File: src/rtl/pipe_pkg.sv
// Shared types and constants for the pipe playfield and the renderer that displays it.
package pipe_pkg;
   typedef enum logic [1:0] {IDLE, RUN, HALT} pipe_state_t;

   localparam int GAP_OFFSET = 2;
   localparam int DEF_WIDTH  = 16;
   localparam int DEF_HEIGHT = 16;
endpackage

File: src/rtl/pipe_column.sv
// Builds one pipe column from a 3-bit random value: solid rows with a GAP-row hole at rnd+GAP_OFFSET.
module pipe_column
   import pipe_pkg::*;
#(
   parameter int HEIGHT = DEF_HEIGHT,
   parameter int GAP    = 4
) (
   input  logic [2:0]        rnd,
   output logic [HEIGHT-1:0] col
);
   int gap_top;

   always_comb begin
      gap_top = int'(rnd) + GAP_OFFSET;
      col     = '1;
      for (int r = 0; r < HEIGHT; r++)
         if (r >= gap_top && r < gap_top + GAP) col[r] = 1'b0;
   end
endmodule

File: src/rtl/pipe_scroller.sv
// Game FSM plus scrolling pipe playfield; inserts a random pipe every SPACING ticks and
// pulses point as each pipe's marker row leaves the bird's column.
module pipe_scroller
   import pipe_pkg::*;
#(
   parameter int WIDTH    = DEF_WIDTH,
   parameter int HEIGHT   = DEF_HEIGHT,
   parameter int GAP      = 4,
   parameter int SPACING  = 6,
   parameter int BIRD_COL = 3
) (
   input  logic                         clk,
   input  logic                         reset,
   input  logic                         tick,
   input  logic                         start,
   input  logic                         collide,
   input  logic [2:0]                   rnd,
   output logic [HEIGHT-1:0][WIDTH-1:0] pipes,
   output logic                         point,
   output logic                         running
);
   localparam int CW = $clog2(SPACING);
   localparam logic [CW-1:0] RELOAD = CW'(SPACING - 1);

   pipe_state_t       state;
   logic [CW-1:0]     spawn_cnt;
   logic [HEIGHT-1:0] new_col;
   logic              spawn;

   pipe_column #(.HEIGHT(HEIGHT), .GAP(GAP)) u_col (
      .rnd (rnd),
      .col (new_col)
   );

   assign spawn   = (spawn_cnt == '0);
   assign running = (state == RUN);

   always_ff @(posedge clk or negedge reset) begin
      if (!reset) begin
         state     <= IDLE;
         pipes     <= '0;
         point     <= 1'b0;
         spawn_cnt <= RELOAD;
      end else begin
         point <= 1'b0;
         case (state)
            IDLE, HALT: begin
               // start beats a simultaneous collide outside RUN
               if (start) begin
                  state     <= RUN;
                  pipes     <= '0;
                  spawn_cnt <= RELOAD;
               end
            end
            RUN: begin
               if (collide) begin
                  state <= HALT;
               end else if (tick) begin
                  point <= pipes[0][BIRD_COL];
                  for (int r = 0; r < HEIGHT; r++)
                     pipes[r] <= {spawn ? new_col[r] : 1'b0, pipes[r][WIDTH-1:1]};
                  spawn_cnt <= spawn ? RELOAD : spawn_cnt - 1'b1;
               end
            end
            default: state <= IDLE;
         endcase
      end
   end
endmodule

File: config.mk
export PLATFORM = sky130hd
export DESIGN_NAME = pipe_scroller
export DESIGN_NICKNAME = d
export VERILOG_FILES = /design/src/rtl/pipe_pkg.sv /design/src/rtl/pipe_column.sv /design/src/rtl/pipe_scroller.sv
export SDC_FILE = /design/constraint.sdc
export NUM_CORES = 1
export LEC_CHECK = 0
export CAP_MARGIN = 20
export CORE_MARGIN = 3
export CORE_UTILIZATION = 40
export DETAILED_ROUTE_END_ITERATION = 8
export GPL_TIMING_DRIVEN = 0
export PLACE_DENSITY = 0.67
export SYNTH_ARGS = -nofsm -noshare
export SYNTH_HDL_FRONTEND = slang
export SYNTH_SLANG_ARGS = --single-unit
export TNS_END_PERCENT = 1
File: constraint.sdc
create_clock -name clk -period 3 [get_ports clk]
set_input_delay 0.9 -clock clk [delete_from_list [all_inputs] [get_ports clk]]
set_output_delay 0.9 -clock clk [all_outputs]
set_load 0.005 [all_outputs]
* Yosys cells after proc, flatten, opt, wreduce, memory -nomap -nowiden
Cells that the tools add are included.
** Cells by class
- Add/subtract/negate cells :: 3
- $lt $le $gt $ge :: 32
- Equal/unequal tests :: 6
- Mux-type cells :: 47
- Reductions and logical operators :: 22
** Operator list (count)
- $mux 256 :: 3
- $pmux 256 s2 :: 1
- $ge 5x32->1 const A :: 8
- $lt 5x32->1 const A :: 8
- $ge 4x32->1 const A :: 4
- $lt 4x32->1 const A :: 4
- $ge 3x32->1 const A :: 2
- $lt 3x32->1 const A :: 2
- $mux 1 :: 35
- $add 32x4->32 const B :: 1
- $ge 1x32->1 const A :: 1
- $ge 2x32->1 const A :: 1
- $lt 1x32->1 const A :: 1
- $lt 2x32->1 const A :: 1
- $logic_and 1x1->1 :: 16
- $mux 3 :: 4
- $ne 2x2->1 const B :: 4
- $pmux 3 s2 :: 1
- $add 3x2->4 const B :: 1
- $mux 2 :: 2
- $pmux 2 s2 :: 1
- $reduce_and 4->1 :: 1
- $logic_not 3->1 :: 1
- $sub 3x1->3 const B :: 1
- other kinds (6) :: 6
** Storage, ports and cells
- Register bits after elaboration :: 262
- Bits of input ports :: 8
- Output and inout bits :: 258
- Logic and storage cells :: 129

* Longest topological paths before layout
- Depth in word-level cells :: 9
- Depth in mapped cells :: 7
- Mapped depth without buffers :: 6

* Hierarchy
From an unflattened synthesis, not the netlist that was laid out.
** Second synthesis, totals
- Cell total of the unflattened synthesis :: 1130
- Area total of the unflattened synthesis :: 11951.5 um^2
** By module, submodules not included
- pipe_scroller :: instances 1, cells each 1092, area each 11669.9 um^2, seq. area each 6558.8 um^2
- pipe_column :: instances 1, cells each 38, area each 281.5 um^2, seq. area each 0.0 um^2

* Worst setup path after synthesis
Ideal clock, no wire load.
- Path kind :: in2reg
- Start point :: input port rnd[2]
- End point :: register pipes[159] in the netlist's numbering
- Library setup time :: 0.121 ns
- Data arrival time :: 1.976 ns
- Required time :: 2.879 ns
- Slack :: 0.903 ns
- Cell stages on the path :: 7
- Buffers on the path :: 1
- Cell sequence :: inv_1 > ha_1 > clkbuf_1 > nand2_1 > o21ai_0 > o21ai_0 > a22o_1
** Between the ends
- Word-level cells in the longest chain between the ends :: 9
- Elaborated cells on any way between the ends :: 10
- Classes of those cells :: 2 x add/sub; 2 x order compare; 5 x mux; 1 x reduce/logical
** Ends and longest elaborated chain
- start, declared :: RTL line pipe_scroller.sv:17 : input logic [2:0] rnd,
- $add 3x2->4 (*) :: RTL line pipe_column.sv:14 : gap_top = int'(rnd) + GAP_OFFSET;
- $add 32x4->32 :: RTL line pipe_column.sv:17 : if (r >= gap_top && r < gap_top + GAP) col[r] = 1'b0;
- $lt 5x32->1 :: RTL line pipe_column.sv:17
- $logic_and 1x1->1 (*) :: RTL line pipe_column.sv:17
- $mux 1 (*) :: RTL line pipe_column.sv:17
- $mux 1 (*) :: RTL line pipe_scroller.sv:61 : pipes[r] <= {spawn ? new_col[r] : 1'b0, pipes[r][WIDTH-1:1]};
- $mux 256 (*) :: RTL line pipe_scroller.sv:58 : end else if (tick) begin
- $mux 256 (*) :: RTL line pipe_scroller.sv:56 : if (collide) begin
- $pmux 256 s2 (*) :: RTL line pipe_scroller.sv:46 : case (state)
- end signal, assigned by index :: RTL line pipe_scroller.sv:61
- end, declared :: RTL line pipe_scroller.sv:18 : output logic [HEIGHT-1:0][WIDTH-1:0] pipes,
Mark *: on every way between the ends. The rest lies on a longest branch, timed or not. The select of a mux whose other input is x is not followed.
A chain may end at the register's enable or synchronous reset.

* Final worst setup path
- Start point :: register state[0]
- End point :: output port running
** Between the ends
- Word-level cells in the longest chain between the ends :: 1
** Ends and longest elaborated chain
- start, declared :: RTL line pipe_scroller.sv:25 : pipe_state_t state;
- start signal, assigned :: RTL line pipe_scroller.sv:40 : state <= IDLE;
- start signal, assigned :: RTL line pipe_scroller.sv:50 : state <= RUN;
- start signal, assigned :: RTL line pipe_scroller.sv:57 : state <= HALT;
- $eq 2x1->1 :: RTL line pipe_scroller.sv:36 : assign running = (state == RUN);
- end, declared :: RTL line pipe_scroller.sv:20 : output logic running
No other way between the ends.

==> impl_metrics.env <==
export IMPL_status="completed"
export IMPL_hp_class="input pin to async pin"
export IMPL_numPortBuffers=265
export IMPL_grt_pass1_wl_um=58210
export IMPL_dpl_cell_count=1749
export IMPL_reg2reg_depth=6
export IMPL_grt_antenna_before_repair=0
export IMPL_syn_area_per_cell_um2=9.514
export IMPL_drc=0
export IMPL_clkSlewWorstSetupHoldPaths_ps=60
export IMPL_grt_max_degree=117
export IMPL_synth_cell_types=34
export IMPL_die_area_um2=29300
export IMPL_insertion_delay_ps=550
export IMPL_drtAntennaViolNets=0
export IMPL_synth_edf_count=0
export IMPL_wl_per_cell_um=21.85
export IMPL_place_gp_congestion=0.8513
export IMPL_cts_tree="yes"
export IMPL_htreeDepth=1
export IMPL_multi_input_area_um2=3759
export IMPL_fin_nets=1459
export IMPL_fill_cells=2347
export IMPL_timing_fmax_ghz=0.3482
export IMPL_post_route_min_period_ps=2872
export IMPL_end_kind="primary output"
export IMPL_ys_async_sr_fraction_pct=100.0
export IMPL_antenna_cells=0
export IMPL_setup_ws_ps=127.8
export IMPL_seq_area_um2=6559
export IMPL_dr_pass1_iters=7
export IMPL_grt_usage_pct=26.45
export IMPL_drt_iter0_markers=745
export IMPL_drive_gt1_share_pct=10.23
export IMPL_start_util_pct=41.29
export IMPL_slowest_delay_ps=570
export IMPL_yosys_top_cells_area="dfrtp_1 (60%), nand2_1 (17%), nand3_1 (8.7%), nand3_2 (4.6%), buf_2 (1.2%)"
export IMPL_synth_nets=1162
export IMPL_vias=9480
export IMPL_start_kind="flop"
export IMPL_required_ps=2100
export IMPL_io_pins=266
export IMPL_wl_um=39350
export IMPL_period_share_pct=95.74
export IMPL_coreArea_um2=26430
export IMPL_yosys_area_top_type="dfrtp_1"
export IMPL_cp_data_arrival_time_ps=1970
export IMPL_via_per_inst=5.264
export IMPL_leakage_nw=7.581
export IMPL_ys_seq_area_share_pct=60.10
export IMPL_clock_root_buffer="clkbuf_16"
export IMPL_dp_slack_ps=-97.03
export IMPL_yosysWarnings=0
export IMPL_power_density_nw_per_um2=579.3
export IMPL_yosys_area_top_type_share_pct=59.62
export IMPL_fin_cells=1801
export IMPL_critPathKind="flop to primary output"
export IMPL_synthCells=1147
export IMPL_critPathMaxFanout=19
export IMPL_std_cell_rows=59
export IMPL_skew_ps=15.01
export IMPL_max_cap_viol_count=0
export IMPL_final_setup_viol_count=0
export IMPL_design_area_um2=15060
export IMPL_synth_most_common_cell="nand2_1"
export IMPL_slew_headroom_pct=40.48
export IMPL_clockBufferDepth=3
export IMPL_cp_slowest_cell="clkdlybuf4s50_1"
export IMPL_max_slew_worst_pin_slew_ps=892.9
export IMPL_ir_worst_vdd_mv=0.2975
export IMPL_synth_common_cells="nand2_1 (495), dfrtp_1 (260), nand3_1 (189)"
export IMPL_whs_ps=230.2
export IMPL_hold_viol_final=0
export IMPL_cp_cell_sequence="nor2b_1, clkbuf_4, clkdlybuf4s50_1"
export IMPL_cts_sinks=262
export IMPL_synth_area_um2=10910
export IMPL_area_growth_pct=38.03
export IMPL_placed_area_um2=14040
export IMPL_rsz0062_at_grt="no"
export IMPL_maxSlewViolCount=0
export IMPL_numCtsBuffers=29
export IMPL_grt_pass1_vias=9227
export IMPL_dp_hpwl_um=28370
export IMPL_ys_ff_latch=262
export IMPL_die_width_um=171.2
export IMPL_ctsHoldBuffers=0
export IMPL_synth_ff_type="dfrtp_1"
export IMPL_die_y_um=171.2
export IMPL_overflow=0
-- metrics by stage --
| stage | setup TNS (ps) | utilization (%) | power, mW |
|---|---|---|---|
| floorplan | 0 | - | 4.430 |
| global placement | -2742630 | 52.92 | 4.994 |
| detailed placement | -522.0 | 53.14 | 5.012 |
| CTS | 0 | 56.99 | 8.767 |
| global route | 0 | 57.00 | 9.006 |
| finish | 0 | 57.00 | 8.726 |
-- cells in the final DEF, fill, tap and decap left out, drive strengths merged, types with 5 or more instances in the layout --
master and instances:
nand2 495, clkdlybuf4s50 264, dfrtp 260, nand3 239, clkbuf 67, buf 65, o21ai 10, a22o 7
ha 7, inv 7, nand2b 5, a21oi 5
-- kinds of logic (layout without fill, tap and decap cells) --
group | Yosys count | after routing | synth area share [%]
AOI/OAI and AO/OA | 35 | 35 | 2.305
buffers and inverters | 91 | 410 | 5.458
adders and majority gates | 7 | 7 | 0.8025
DFF | 262 | 262 | 60.10
and+or+nand+nor | 751 | 751 | 31.25
xor gates and xnor gates | 1 | 1 | 0.08027
-- sequential cells by signal, summed over array words and instances (netlist names) --
signal     count
state          2
pipes        256
spawn_cnt      3
point          1
-- layer usage --
layer | track usage [%] | vias up | part of all wire [%]
met5 | 0 | - | 0
met4 | 7.943 | 0 | 3.2
met3 | 5.125 | 61 | 7.5
met2 | 42.32 | 376 | 46
met1 | 36.90 | 4704 | 43
li1 | - | 4339 | -
-- path summary, 6_finish.rpt --
path	slack, ps	endpoint	start
min	230	pipes[53]	reset
max in group asynchronous	1900	pipes[27]	reset
min reg2reg	460	pipes[48]	pipes[48]
min in group clk	460	pipes[48]	pipes[48]
max	130	running	state[0]
max reg2reg	660	pipes[153]	state[0]
-- area by class of cell --
| type | count | area share (%) |
|---|---|---|
| tap | 335 | 2.783 |
| clock inverter | 8 | 0.9552 |
| multi-input combinational | 794 | 24.95 |
| timing repair buffer | 267 | 18.01 |
| sequential | 262 | 43.54 |
| inverter | 6 | 0.1495 |
| clock buffer | 45 | 5.814 |
| buffer | 84 | 3.796 |
-- worst max-delay path, delay by kind of cell, from the launching register on --
kind	cells	cell delay [ps]
simple gates	1	140
flops	1	400
buf+inv	2	890
-- timing repair --
item | CTS | global route
setup buffers | 0 | 0
gates cloned | 0 | 0
resized for setup | 0 | 1
setup endpoints to repair | 1 | 1
-- report_power, final --
group          leakage (nW)  internal, mW  total, mW  switching [mW]
combinational          3.43         0.293       1.37            1.07
clock                 0.503          2.34       3.78            1.44
sequential             3.65          3.56       3.58          0.0209
total                  7.58          6.19       8.73            2.54
Power figures use the tool's default switching activity.
